## config.mk

```make
export PLATFORM = sky130hd
export DESIGN_NAME = transient_generator
export DESIGN_NICKNAME = d
export VERILOG_FILES = /design/src/rtl/transient_generator.sv
export SDC_FILE = /design/constraint.sdc
export NUM_CORES = 1
export LEC_CHECK = 0
export CELL_PAD_IN_SITES_DETAIL_PLACEMENT = 0
export CELL_PAD_IN_SITES_GLOBAL_PLACEMENT = 2
export CORE_UTILIZATION = 24
export DETAILED_ROUTE_END_ITERATION = 8
export DONT_BUFFER_PORTS = 1
export PLACE_DENSITY = 0.62
export SLEW_MARGIN = 20
export SYNTH_ARGS = -nofsm -noshare
export SYNTH_HDL_FRONTEND = slang
export SYNTH_SLANG_ARGS = --single-unit
export TNS_END_PERCENT = 20
```

## constraint.sdc

```tcl
create_clock -name i_clk -period 5.5 [get_ports i_clk]
set_input_delay 1.1 -clock i_clk [delete_from_list [all_inputs] [get_ports i_clk]]
set_output_delay 1.1 -clock i_clk [all_outputs]
set_load 0.02 [all_outputs]
```

## src/rtl/transient_generator.sv

```systemverilog
// -----------------------------------------------------------------------------
// transient_generator
//   Stimulus-side self-test source for the state monitor. Drives a single-bit
//   signal with a programmable train of invalid-level pulses separated by
//   valid-level gaps. A 4-bit timing setting n gives (n+1)*UNIT_CYCLES clocks.
//
//   Optional feature: define TRANSIENT_GEN_BOUNCE_EN to make the first four
//   cycles of every pulse emulate contact bounce (invalid, valid, invalid,
//   valid) before holding invalid for the rest of the pulse. Total pulse
//   length is unchanged; requires UNIT_CYCLES >= 5.
//
// Ports:
//   i_clk        clock
//   i_rst_n      asynchronous active-low reset
//   i_start      start request, honoured in IDLE only
//   i_stop       abort request, honoured in every state (wins over start)
//   i_polarity   valid level of o_signal (pulses drive the opposite level)
//   i_width      pulse length setting, L = (i_width+1)*UNIT_CYCLES
//   i_gap        gap length setting,   G = (i_gap+1)*UNIT_CYCLES
//   i_count      pulses per train, 0 = continuous until stop
//   o_signal     generated signal (registered)
//   o_busy       high while a train is running (registered)
//   o_done       one-cycle strobe when a finite train completes
//   o_pulse_cnt  completed pulses in current/last train (wraps)
// -----------------------------------------------------------------------------
module transient_generator #(
    parameter int UNIT_CYCLES = 10000,
    parameter int TIMER_W     = 18,
    parameter int COUNT_W     = 8
) (
    input  logic               i_clk,
    input  logic               i_rst_n,
    input  logic               i_start,
    input  logic               i_stop,
    input  logic               i_polarity,
    input  logic [3:0]         i_width,
    input  logic [3:0]         i_gap,
    input  logic [COUNT_W-1:0] i_count,
    output logic               o_signal,
    output logic               o_busy,
    output logic               o_done,
    output logic [COUNT_W-1:0] o_pulse_cnt
);

    localparam logic [1:0] ST_IDLE  = 2'd0;
    localparam logic [1:0] ST_PULSE = 2'd1;
    localparam logic [1:0] ST_GAP   = 2'd2;

    localparam logic [TIMER_W-1:0] UNIT_W = TIMER_W'(UNIT_CYCLES);
    localparam logic [TIMER_W-1:0] ONE_W  = {{(TIMER_W-1){1'b0}}, 1'b1};
    localparam logic [COUNT_W-1:0] ONE_C  = {{(COUNT_W-1){1'b0}}, 1'b1};

    // Phase length in clocks for a 4-bit setting, computed at full timer width.
    function automatic logic [TIMER_W-1:0] phase_len_f(input logic [3:0] n);
        phase_len_f = (TIMER_W'(n) + ONE_W) * UNIT_W;
    endfunction

    logic [1:0]         state_r,  state_s;
    logic [TIMER_W-1:0] timer_r,  timer_s;
    logic               sig_r,    sig_s;
    logic               busy_r;
    logic               done_r,   done_s;
    logic [COUNT_W-1:0] cnt_r,    cnt_s;
    logic               pol_r,    pol_s;
    logic [3:0]         width_r,  width_s;
    logic [3:0]         gap_r,    gap_s;
    logic [COUNT_W-1:0] count_r,  count_s;

    logic [COUNT_W-1:0] cnt_inc_s;
    logic               pulse_level_s;

    assign cnt_inc_s = cnt_r + ONE_C;

`ifdef TRANSIENT_GEN_BOUNCE_EN
    // Index of the next pulse cycle (0-based); timer starts at L-1 on entry.
    logic [TIMER_W-1:0] next_idx_s;
    assign next_idx_s    = phase_len_f(width_r) - timer_r;
    assign pulse_level_s = ((next_idx_s == TIMER_W'(1)) || (next_idx_s == TIMER_W'(3)))
                           ? pol_r : ~pol_r;
`else
    assign pulse_level_s = ~pol_r;
`endif

    // Next-state, timer, output and config-latch logic.
    always_comb begin
        state_s = state_r;
        timer_s = timer_r;
        sig_s   = sig_r;
        done_s  = 1'b0;
        cnt_s   = cnt_r;
        pol_s   = pol_r;
        width_s = width_r;
        gap_s   = gap_r;
        count_s = count_r;
        if (i_stop) begin
            // Abort: back to idle at the latched valid level, count held.
            state_s = ST_IDLE;
            sig_s   = pol_r;
        end else begin
            case (state_r)
                ST_IDLE: begin
                    sig_s = i_polarity;
                    if (i_start) begin
                        pol_s   = i_polarity;
                        width_s = i_width;
                        gap_s   = i_gap;
                        count_s = i_count;
                        cnt_s   = '0;
                        sig_s   = ~i_polarity;
                        timer_s = phase_len_f(i_width) - ONE_W;
                        state_s = ST_PULSE;
                    end else begin
                        state_s = ST_IDLE;
                    end
                end
                ST_PULSE: begin
                    if (timer_r == '0) begin
                        cnt_s = cnt_inc_s;
                        sig_s = pol_r;
                        // Finite train ends on its last pulse; no trailing gap.
                        if ((count_r != '0) && (cnt_inc_s == count_r)) begin
                            done_s  = 1'b1;
                            state_s = ST_IDLE;
                        end else begin
                            timer_s = phase_len_f(gap_r) - ONE_W;
                            state_s = ST_GAP;
                        end
                    end else begin
                        timer_s = timer_r - ONE_W;
                        sig_s   = pulse_level_s;
                    end
                end
                ST_GAP: begin
                    if (timer_r == '0) begin
                        sig_s   = ~pol_r;
                        timer_s = phase_len_f(width_r) - ONE_W;
                        state_s = ST_PULSE;
                    end else begin
                        timer_s = timer_r - ONE_W;
                    end
                end
                default: begin
                    state_s = ST_IDLE;
                    sig_s   = pol_r;
                end
            endcase
        end
    end

    // State, timer, outputs and latched configuration registers.
    always_ff @(posedge i_clk or negedge i_rst_n) begin
        if (!i_rst_n) begin
            state_r <= ST_IDLE;
            timer_r <= '0;
            sig_r   <= 1'b0;
            busy_r  <= 1'b0;
            done_r  <= 1'b0;
            cnt_r   <= '0;
            pol_r   <= 1'b0;
            width_r <= 4'd0;
            gap_r   <= 4'd0;
            count_r <= '0;
        end else begin
            state_r <= state_s;
            timer_r <= timer_s;
            sig_r   <= sig_s;
            busy_r  <= (state_s != ST_IDLE);
            done_r  <= done_s;
            cnt_r   <= cnt_s;
            pol_r   <= pol_s;
            width_r <= width_s;
            gap_r   <= gap_s;
            count_r <= count_s;
        end
    end

    assign o_signal    = sig_r;
    assign o_busy      = busy_r;
    assign o_done      = done_r;
    assign o_pulse_cnt = cnt_r;

endmodule

```

==> results of run 1 <==
==> worst max-delay path, stage by stage <==
cell and delay [ns]:
sky130_fd_sc_hd__nand3_1 0.08, sky130_fd_sc_hd__xnor2_1 0.21, sky130_fd_sc_hd__inv_1 0.17, sky130_fd_sc_hd__fa_1 0.56, sky130_fd_sc_hd__ha_1 0.14, sky130_fd_sc_hd__inv_1 0.05
sky130_fd_sc_hd__fa_1 0.48, sky130_fd_sc_hd__inv_1 0.04, sky130_fd_sc_hd__ha_1 0.36, sky130_fd_sc_hd__and3_1 0.18, sky130_fd_sc_hd__a2111oi_0 0.49, sky130_fd_sc_hd__xnor2_1 0.20
sky130_fd_sc_hd__nor4_1 0.43, sky130_fd_sc_hd__a311o_1 0.23, sky130_fd_sc_hd__o21ai_1 0.08, sky130_fd_sc_hd__a2111oi_0 0.29, sky130_fd_sc_hd__a221oi_1 0.09
==> stage by stage <==
stage / worst slack, ns / hold WS, ns / utilization, % / instances
4_1_cts: 0.211 / 0.488 / 27.0 / 993
3_5_place_dp: 0.178 / 0.502 / 26.2 / 985
2_1_floorplan: 0.224 / 0.462 / - / 674
5_1_grt: 0.0409 / 0.482 / 27.1 / 993
6_report: 0.486 / 0.501 / 27.1 / 993
3_3_place_gp: 0.228 / 0.486 / 26.2 / 985
==> final cells by class <==
class	count	area (sq um)	share of cell area [%]
Sequential cell	48	1200	18.9
Inverter	47	176	2.77
Multi-Input combinational cell	560	4320	67.8
Timing Repair Buffer	11	82.6	1.29
Tap cell	319	399	6.26
Clock buffer	5	125	1.96
Clock inverter	3	68.8	1.08
==> cell usage in the layout (no fill, tap or decap), drive strengths merged, types with 3 or more instances in the layout <==
cell type  count
o21a           3
nor3          27
mux2          18
a2111oi        5
nor2b          5
nor4          11
mux2i          3
nand4          3
a21o          13
a21oi         30
xor2          20
nor2          52
a221o          3
nor3b          4
o221ai         4
a211oi        10
buf           11
a221oi         5
or3           10
xnor2         39
inv           48
a31o           3
o22ai          3
nand2         31
ha            87
clkbuf         5
a22o           3
and3          10
and2           5
a31oi          5
nand2b         8
nand3         20
o21ai         61
or2            9
or4            8
o31ai          6
dfrtp         48
fa            12
==> state kept, by name, summed over array words and instances (netlist names) <==
signal	cells
o_busy	1
state_r	2
o_pulse_cnt	8
width_r	4
count_r	8
gap_r	4
pol_r	1
o_signal	1
o_done	1
timer_r	18
==> what timing repair did <==
item | in CTS | in global routing
hold endpoints to repair | 0 | 0
endpoints found under the setup margin | 0 | 1
resized for setup | 0 | 4
==> layer usage <==
| metal | GRT usage [%] | vias up | wire [um] |
|---|---|---|---|
| met5 | 0 | - | 0 |
| met4 | 1.94 | 0 | 149 |
| met3 | 2.15 | 8 | 731 |
| met2 | 21.9 | 87 | 6900 |
| met1 | 18.5 | 2365 | 7930 |
| li1 | - | 2450 | - |
==> worst paths after layout <==
check | start | endpoint | slack (ns) | depth (start not counted)
worst max-delay path | i_width[2] | timer_r[17] | 0.49 | 17
worst min register to register | timer_r[12] | timer_r[12] | 0.53 | 2
max in group asynchronous | i_rst_n | width_r[3] | 4.89 | 0
min in group i_clk | timer_r[12] | timer_r[12] | 0.53 | 2
worst min-delay path | i_rst_n | timer_r[6] | 0.50 | 0
worst max register to register | gap_r[0] | timer_r[17] | 0.51 | 18
==> power groups by stage <==
stage,clock [mW],sequential [mW],combinational [mW]
detailed placement,0,0.491,1.75
global route,0.433,0.496,1.99
global placement,0,0.489,1.74
finish,0.404,0.486,1.75
floorplan,0,0.465,1.35
CTS,0.416,0.485,1.77
==> cell families after synthesis <==
| group | after synthesis |
|---|---|
| flops | 48 |
| simple gates | 208 |
| mux | 21 |
| buf+inv | 66 |
| xor+xnor | 59 |
| compound gates | 173 |
| fa+ha+maj | 99 |
==> metrics.txt, run 1 <==
distinct cell type count after synthesis 64; area share of fa/ha/maj cells after synthesis 23.0%; share of the clock period used by the worst path 91.2%; Internal Dissipation 1.42 mW; top-area cell type share of the netlist area 20.8%; H-tree lvl count 2; Clock Skew just over 0.01 ns; Setup violations, final 0; total core area 23500 sq um; number of remaining DRC errors 0; Async SR Flop Fraction 100%; Routed WL per cell 15.8 um; number of placement rows 56; clock transition at the registers of the reported paths 0.07 ns; top cells by instance count after synthesis 87 x sky130_fd_sc_hd__ha_1, 52 x sky130_fd_sc_hd__nor2_1, 48 x sky130_fd_sc_hd__dfrtp_1; largest fanout on the critical path 7; final hold vios 0; switching portion of total power a little under half; initial standard-cell utilization of the core 24.5%; global-route wire length before repair about 26 mm; areal power density over the cells ~410 nW/um^2; horizontal die dimension 157 um; IO Count 32; Pre-antenna DRT Iters 6; aggregate global routing overflow 0; maximum number of pins on one net before global-route repair 49; Setup Total Neg Slack 0 ns; top cell type by total area after synthesis sky130_fd_sc_hd__dfrtp_1; antenna diode count 0; final slew viol count 0; Tightest Hold Check Type primary input to asynchronous set/reset pin; main combinational cell family by area after synthesis adder cells; Final Net Count 793; antenna violation net count after detailed routing 0; cell at the root of the clock tree sky130_fd_sc_hd__clkbuf_16; Net Count, Synth 794; share of cell area taken by muxes after synthesis 4.03%; number of hold buffers added after cts 0; highest clock frequency the design can meet roughly 200 MHz; share of cells above drive strength 1 8.46%; starting DRC count in detailed routing 312; Detail Placement HPWL between 10 and 15 mm; height of the chip 157 um; vias in the first global route 5003; Post-CTS Setup Repair Bufs 0; DIE AREA 24700 sq um; FILL cells ~2600; clock network power share 15.3%; number of buffers inserted during clock tree synthesis 5; number of antenna violations at the first check in global routing 0; CTS tree built; Top FF cell, synth sky130_fd_sc_hd__dfrtp_1; leading post-synthesis cells by cell area sky130_fd_sc_hd__dfrtp_1 21%, sky130_fd_sc_hd__ha_1 19%, sky130_fd_sc_hd__xnor2_1 5.9%; Worst Setup End Kind register; Tot GR Track Use about an eighth; count of vias placed by the detailed router 4910; simple-gate share of the synthesized area 19.1%; data required time of the worst path 5.65 ns; Static Leak ~2.8 nW; placed standard-cell area 6170 sq um; Max IR drop VDD 0.000159 V; status completed; slew at the pin closest to its max-slew limit 1.05 ns; fin area 6380 sq um; startpoint types primary input; unrepaired setup endpoints after global routing no; Detailed Route WL 15.7 mm; post-synthesis share of cell area spent on xor and xnor gates 8.95%; Worst slew margin 29.7%; Synthesis Warnings 0; leading cell type by number of instances after synthesis sky130_fd_sc_hd__ha_1; maximum root-to-sink buffer count 2; Comb pwr share 66.3%; Switching Power 1.22 mW; DR vias/cell 4.94; number of flops mapped to enable cells by yosys 0; cell area after synthesis 5780 sq um; Sequential Power Share 18.4%; average instance area after synthesis around 8.6 sq um; insertion delay to the later sink of the worst-skew pair around 0.29 ns; gp weighted congestion 0.821; max-capacitance violation count 0; min cycle time layout 5.01 ns; number of port buffers 0; FF+latch count, synth 48; Compound-Gate Fraction of Synth Area 19.5%; share of the yosys chip area belonging to registers 20.8%; data arrival time at the worst-slack endpoint 5.16 ns; clock sink count between 40 and 50; Area Growth Syn to Fin 10.4%; critical path start-end classification primary input to register; synthesized instance count 674; Design Power between 2 and 3 mW
Power figures use the tool's default switching activity.
==> run 2, diff against run 1 <==
- ABC_AREA: not set -> 1
- PLACE_DENSITY: 0.62 -> 0.65
==> metrics.txt, run 2 <==
Sequential Power Share 21.8% (+3.4 points); slew at the pin closest to its max-slew limit 0.582 ns (-0.470 ns); kind of cell adding the most delay to the critical path adder cells; slowest cell on the critical path sky130_fd_sc_hd__fa_1; leading cell type by number of instances after synthesis sky130_fd_sc_hd__nand2_1; distinct cell type count after synthesis 48 (-25%); total core area 24200 sq um (+3.0%); leading post-synthesis cells by cell area sky130_fd_sc_hd__dfrtp_1 20%, sky130_fd_sc_hd__ha_1 18%, sky130_fd_sc_hd__nand2_1 14%; height of the chip 159 um (+1.1%); share of cell area taken by muxes after synthesis 0% (-4.0 points); cell area after synthesis 5910 sq um (+2.3%); Design Power 2.17 mW (-18%); fraction of the core area covered by cells at the end of the flow 26.5% (-0.55 points); number of remaining DRC errors 0 (unchanged); switching portion of total power 50.6% (+4.3 points); Internal Dissipation 1.07 mW (-24%); number of placement rows 57 (+1.8%); Async SR Flop Fraction 100% (unchanged); data arrival time at the worst-slack endpoint 4.58 ns (-0.58 ns); final hold vios 0 (unchanged); max FFs per register 18 (unchanged); aggregate global routing overflow 0 (unchanged); cell at the root of the clock tree sky130_fd_sc_hd__clkbuf_16; DR vias/cell 4.40 (-11%); share of cells above drive strength 1 4.46% (-4.0 points); Setup violations, final 0 (unchanged); share of the yosys chip area belonging to registers 20.3% (-0.47 points); Tot GR Track Use 13.2% (-0.086 points); DIE AREA 25300 sq um (+2.3%); startpoint types primary input; Slowest Stage Delay on Critical Path 0.49 ns (-0.07 ns); Net Count, Synth 972 (+22%); maximum number of pins on one net before global-route repair 49 (unchanged); R2R depth 20 (+2); IO Count 32 (unchanged); placed standard-cell area 6280 sq um (+1.8%); insertion delay to the later sink of the worst-skew pair 0.30 ns (about the same); average instance area after synthesis 6.94 sq um (-19%); Max IR drop VDD 0.0000994 V (-37%); global-route wire length before repair 27.4 mm (+4.7%); top cells by instance count after synthesis 226 x sky130_fd_sc_hd__nand2_1, 129 x sky130_fd_sc_hd__inv_1, 87 x sky130_fd_sc_hd__ha_1; number of flops mapped to enable cells by yosys 0 (unchanged); status completed; Top FF cell, synth sky130_fd_sc_hd__dfrtp_1; cell count along the critical path 22 (+5); highest clock frequency the design can meet 228 MHz (+14%); Post-CTS Setup Repair Bufs 0 (unchanged); main combinational cell family by area after synthesis simple AND/OR/NAND/NOR gates; Setup Total Neg Slack 0 ns (unchanged); Tightest Hold Check Type primary input to asynchronous set/reset pin; synthesized instance count 852 (+26%); clock sink count 48 (unchanged); largest fanout on the critical path 8 (+1); simple-gate share of the synthesized area 29.8% (+11 points); min cycle time layout 4.39 ns (-0.628 ns); clock transition at the registers of the reported paths 0.07 ns (about the same); highest-count cells in the layout ignoring fill and taps 226 x sky130_fd_sc_hd__nand2_1, 129 x sky130_fd_sc_hd__inv_1, 87 x sky130_fd_sc_hd__ha_1, 69 x sky130_fd_sc_hd__nor2_1, 58 x sky130_fd_sc_hd__nand3_1; Comb pwr share 62.7% (-3.6 points); number of hold buffers added after cts 0 (unchanged); Compound-Gate Fraction of Synth Area 10.5% (-9.0 points); Pre-antenna DRT Iters 4 (-2); initial standard-cell utilization of the core 24.4% (-0.16 points); total buffers and inverters traversed by the critical path 6 (+3); number of port buffers 0 (unchanged); PostCTS Resize Cnt 0 (unchanged); max-capacitance violation count 0 (unchanged); data required time of the worst path 5.69 ns (+0.04 ns); areal power density over the cells 337 nW/um^2 (-19%); gp weighted congestion 0.729 (-11%); clock network power share 15.5% (+0.2 points); Switching Power 1.10 mW (-10%); share of the clock period used by the worst path 79.7% (-11 points); Worst Setup End Kind register; number of antenna violations at the first check in global routing 0 (unchanged); Final Net Count 971 (+22%); post-synthesis share of cell area spent on xor and xnor gates 7.41% (-1.5 points); unrepaired setup endpoints after global routing no; H-tree lvl count 2 (unchanged); Routed WL per cell 13.9 um (-12%); Worst slew margin 61.1% (+31 points); Static Leak 3.34 nW (+22%); critical path start-end classification primary input to register; top cell type by total area after synthesis sky130_fd_sc_hd__dfrtp_1; number of buffers inserted during clock tree synthesis 5 (unchanged); starting DRC count in detailed routing 201 (-36%); vias in the first global route 5371 (+7.4%); final slew viol count 0 (unchanged); antenna violation net count after detailed routing 0 (unchanged); Detail Placement HPWL 13.3 mm (+6.0%); FF+latch count, synth 48 (unchanged); antenna diode count 0 (unchanged); FILL cells 2776 (+8.1%); area share of fa/ha/maj cells after synthesis 22.5% (-0.52 points); CTS tree built; maximum root-to-sink buffer count 2 (unchanged); count of vias placed by the detailed router 5172 (+5.3%); Detailed Route WL 16.3 mm (+3.7%); horizontal die dimension 159 um (+1.1%); top-area cell type share of the netlist area 20.3% (-0.47 points); Synthesis Warnings 0 (unchanged); Area Growth Syn to Fin 8.91%; fin area 6440 sq um (+0.92%); most numerous cell on the critical path sky130_fd_sc_hd__inv_1; Clock Skew 0.00878 ns (-0.00135 ns); critical path cell sequence ha_1, inv_1, nor3_1, buf_4, inv_1, fa_1, ha_1, inv_1, fa_1, inv_1, ha_1, inv_1, o21ai_0, a21oi_1, xor2_1, nand4_1, nor2_1, nand3_1, nand3_1, nand2_1, nand2_1, nand2_1; Top reg by flops timer_r; leading cell type in the layout, fill and taps excluded sky130_fd_sc_hd__nand2_1
## run 2: cell families after synthesis
kind of cell | count (synthesis)
AND/OR/NAND/NOR | 403
adder cells (fa/ha/maj) | 99
flip-flops | 48
XOR/XNOR | 50
AO/OA/AOI/OAI | 108
buffers and inverters | 144
## run 2: layout make-up
type	count	area, sq um	share of cell area (%)
clock buffer	6	139	2.16
clock inverter	2	15.0	0.233
inverter	132	495	7.70
multi-input combinational	660	4150	64.5
sequential	48	1200	18.7
tap	324	405	6.30
timing repair buffer	4	30.0	0.466
## run 2: metal layers
metal  track usage (%)  up-vias  routed length, um
met5                 0        -                  0
met4              1.97        0                116
met3              1.46        6                256
met2              22.0       31               7330
met1              18.7     2391               8600
li1                  -     2744                  -
## run 2: power groups by stage
stage	combinational [mW]	sequential, mW	clock (mW)
2_1_floorplan	1.05	0.462	0
3_3_place_gp	1.39	0.481	0
3_5_place_dp	1.37	0.480	0
4_1_cts	1.38	0.473	0.348
5_1_grt	1.58	0.483	0.362
6_report	1.36	0.474	0.336
## run 2: final timing paths
kind                        startpoint              to  slack, ns
min                            i_rst_n  o_pulse_cnt[2]       0.49
min reg2reg                timer_r[15]     timer_r[15]       0.49
max in group asynchronous      i_rst_n     timer_r[13]       4.92
min in group i_clk         timer_r[15]     timer_r[15]       0.49
max                         i_width[0]     timer_r[17]       1.11
max reg2reg                 width_r[0]     timer_r[16]       1.25
## run 2: stage by stage
stage / std cells / setup WS [ns] / hold slack (ns)
after floorplan: 852 / 0.837 / 0.449
after global placement: 1168 / 0.827 / 0.473
after detailed placement: 1168 / 0.791 / 0.469
after CTS: 1176 / 1.11 / 0.479
after global routing: 1176 / 0.672 / 0.473
final: 1176 / 1.11 / 0.487
==> run 3, diff against run 2 <==
- PLACE_DENSITY: 0.65 -> 0.67
- clock period: 5.5 -> 3.6 ns (I/O delays scaled with it)
==> metrics.txt, run 3 (synthesis results as in run 2) <==
Worst Setup End Kind register; global-route wire length before repair 28.6 mm (+4.2%); gp weighted congestion 0.798 (+9.5%); routed length on met3 292 um (+14%); antenna violation net count after detailed routing 0 (unchanged); number of remaining DRC errors 0 (unchanged); setup slack after layout -0.0483 ns (-1.16 ns); Worst slew margin 62.4% (+1.3 points); slew at the pin closest to its max-slew limit 0.564 ns (-0.0170 ns); share of cells above drive strength 1 19.5% (+15 points); Max IR drop VDD 0.000213 V (+110%); data required time of the worst path 3.79 ns (-1.90 ns); max FFs per register 18 (unchanged); antenna diode count 0 (unchanged); min cycle time layout about 3.6 ns; maximum number of pins on one net before global-route repair 49 (unchanged); number of port buffers 0 (unchanged); Switching Power 1.95 mW (+78%); max-capacitance violation count 0 (unchanged); switching portion of total power 44.8% (-5.7 points); largest fanout on the critical path 5 (-3); Detail Placement HPWL 14.2 mm (+6.7%); status finished, violations left; total core area 24200 sq um (unchanged); maximum root-to-sink buffer count 2 (unchanged); CTS tree built; startpoint types register; R2R depth 24 (+20%); vias in the first global route 5644 (+5.1%); clock sink count 48 (unchanged); share of the clock period used by the worst path 101%; Setup violations, final 3 (+3); number of buffers inserted during clock tree synthesis 5 (unchanged); Internal Dissipation 2.40 mW (+120%); Detailed Route WL 17.0 mm (+4.2%); unrepaired setup endpoints after global routing yes; H-tree lvl count 2 (unchanged); DIE AREA 25300 sq um (unchanged); number of placement rows 57 (unchanged); Tot GR Track Use 13.8% (+0.56 points); highest-count cells in the layout ignoring fill and taps 220 x sky130_fd_sc_hd__nand2_1, 122 x sky130_fd_sc_hd__inv_1, 97 x sky130_fd_sc_hd__buf_4, 74 x sky130_fd_sc_hd__ha_1, 66 x sky130_fd_sc_hd__nor2_1; clock network power share 11.4% (-4.1 points); Routed WL per cell 13.4 um (-3.6%); leading cell type in the layout, fill and taps excluded sky130_fd_sc_hd__nand2_1; data arrival time at the worst-slack endpoint 3.84 ns (-0.74 ns); final hold vios 0 (unchanged); Clock Skew 0.0154 ns (+0.00657 ns); cell at the root of the clock tree sky130_fd_sc_hd__clkbuf_16; fraction of the core area covered by cells at the end of the flow 30.9% (+4.3 points); aggregate global routing overflow 0 (unchanged); horizontal die dimension 159 um (unchanged); critical path start-end classification register to register; Comb pwr share 72.1% (+9.4 points); Top reg by flops timer_r; highest clock frequency the design can meet 274 MHz; top layer reached by signal wires met4; insertion delay to the later sink of the worst-skew pair 0.30 ns (about the same); Area Growth Syn to Fin 26.7%; starting DRC count in detailed routing 228 (+13%); FILL cells 2712 (-2.3%); number of antenna violations at the first check in global routing 0 (unchanged); count of vias placed by the detailed router 5511 (+6.6%); DR vias/cell 4.33 (-1.5%); initial standard-cell utilization of the core 24.4% (unchanged); Pre-antenna DRT Iters 4 (unchanged); Static Leak 3.83 nW (+15%); Setup Total Neg Slack -0.0826 ns (-0.0826 ns); IO Count 32 (unchanged); DRT met1 WL 8.57 mm (-0.29%); Sequential Power Share 16.5% (-5.3 points); clock transition at the registers of the reported paths 0.08 ns (about the same); final slew viol count 0 (unchanged); violations in the final reports setup timing; Final Net Count 1067 (+9.9%); Tightest Hold Check Type primary input to asynchronous set/reset pin; areal power density over the cells 582 nW/um^2 (+73%); number of hold buffers added after cts 0 (unchanged); met2 layer wire length in the routed design 8.06 mm (+9.9%); height of the chip 159 um (unchanged)
-- run 3: changes by cell type in the layout (fill, tap and decap cells not counted), sizes merged --
cell	before	now
buf	4	100
clkbuf	6	5
clkinv	2	3
-- run 3: power by group through the flow --
stage | sequential (mW) | combinational (mW) | clock [mW]
after floorplan | 0.705 | 1.63 | 0
after global placement | 0.722 | 2.79 | 0
after detailed placement | 0.723 | 2.78 | 0
after CTS | 0.714 | 3.05 | 0.513
after global routing | 0.731 | 3.56 | 0.537
final | 0.717 | 3.14 | 0.498
-- run 3: metrics by stage --
stage	setup WS [ns]	area, sq um	cells	hold WS [ns]	power [mW]
2_1_floorplan	-0.276	5990	852	0.424	2.34
5_1_grt	-0.320	7490	1272	0.0896	4.83
4_1_cts	-0.0127	7380	1271	0.0995	4.27
3_3_place_gp	-0.305	7050	1260	0.425	3.51
3_5_place_dp	-0.368	7050	1260	0.425	3.51
6_report	-0.0483	7490	1272	0.108	4.35
-- run 3: path summary, 6_finish.rpt --
kind	from	slack, ns	to
max reg2reg	width_r[0]	-0.05	timer_r[16]
min	i_rst_n	0.11	pol_r
max	width_r[0]	-0.05	timer_r[16]
max in group asynchronous	i_rst_n	3.38	timer_r[13]
min reg2reg	timer_r[15]	0.49	timer_r[15]
min in group i_clk	i_stop	0.47	o_done
-- run 3: what timing repair did --
action                                  in CTS  in global routing
cloned                                       0                  0
gates resized for setup                     24                 23
setup buffers                                3                  1
pin swaps                                    4                 13
endpoints found under the setup margin       6                  7
hold endpoints to repair                     0                  0
-- run 3: area by class of cell --
class	instances	area (sq um)	share of cell area [%]
Timing Repair Buffer	100	762	10.2
Clock buffer	5	125	1.67
Tap cell	324	405	5.42
Sequential cell	48	1200	16.0
Inverter	132	495	6.62
Clock inverter	3	23.8	0.318
Multi-Input combinational cell	660	4470	59.8
-- run 3: per-layer routing --
layer  GRT usage [%]  vias to the layer above
met2            23.9                       31
li1                -                     2918
met5               0                        -
met3            1.38                        4
met4            1.57                        0
met1            19.0                     2558
-- run 3: critical path, stage by stage, from the launching register on --
cell	delay, ns
sky130_fd_sc_hd__dfrtp_1	0.42
sky130_fd_sc_hd__ha_4	0.19
sky130_fd_sc_hd__xor2_2	0.16
sky130_fd_sc_hd__fa_1	0.53
sky130_fd_sc_hd__ha_2	0.16
sky130_fd_sc_hd__inv_1	0.04
sky130_fd_sc_hd__fa_1	0.48
sky130_fd_sc_hd__inv_2	0.05
sky130_fd_sc_hd__ha_4	0.29
sky130_fd_sc_hd__nand2_4	0.06
sky130_fd_sc_hd__nor2_2	0.09
sky130_fd_sc_hd__nand2_1	0.07
sky130_fd_sc_hd__nand3_1	0.07
sky130_fd_sc_hd__nand2_1	0.06
sky130_fd_sc_hd__nand2_2	0.10
sky130_fd_sc_hd__inv_2	0.04
sky130_fd_sc_hd__nor3_2	0.15
sky130_fd_sc_hd__buf_4	0.14
sky130_fd_sc_hd__nand2_1	0.04
sky130_fd_sc_hd__nand2_1	0.05
sky130_fd_sc_hd__nand3_1	0.07
sky130_fd_sc_hd__nand2_1	0.08
sky130_fd_sc_hd__nand2_2	0.06
sky130_fd_sc_hd__nand2_2	0.07
sky130_fd_sc_hd__a21oi_2	0.05
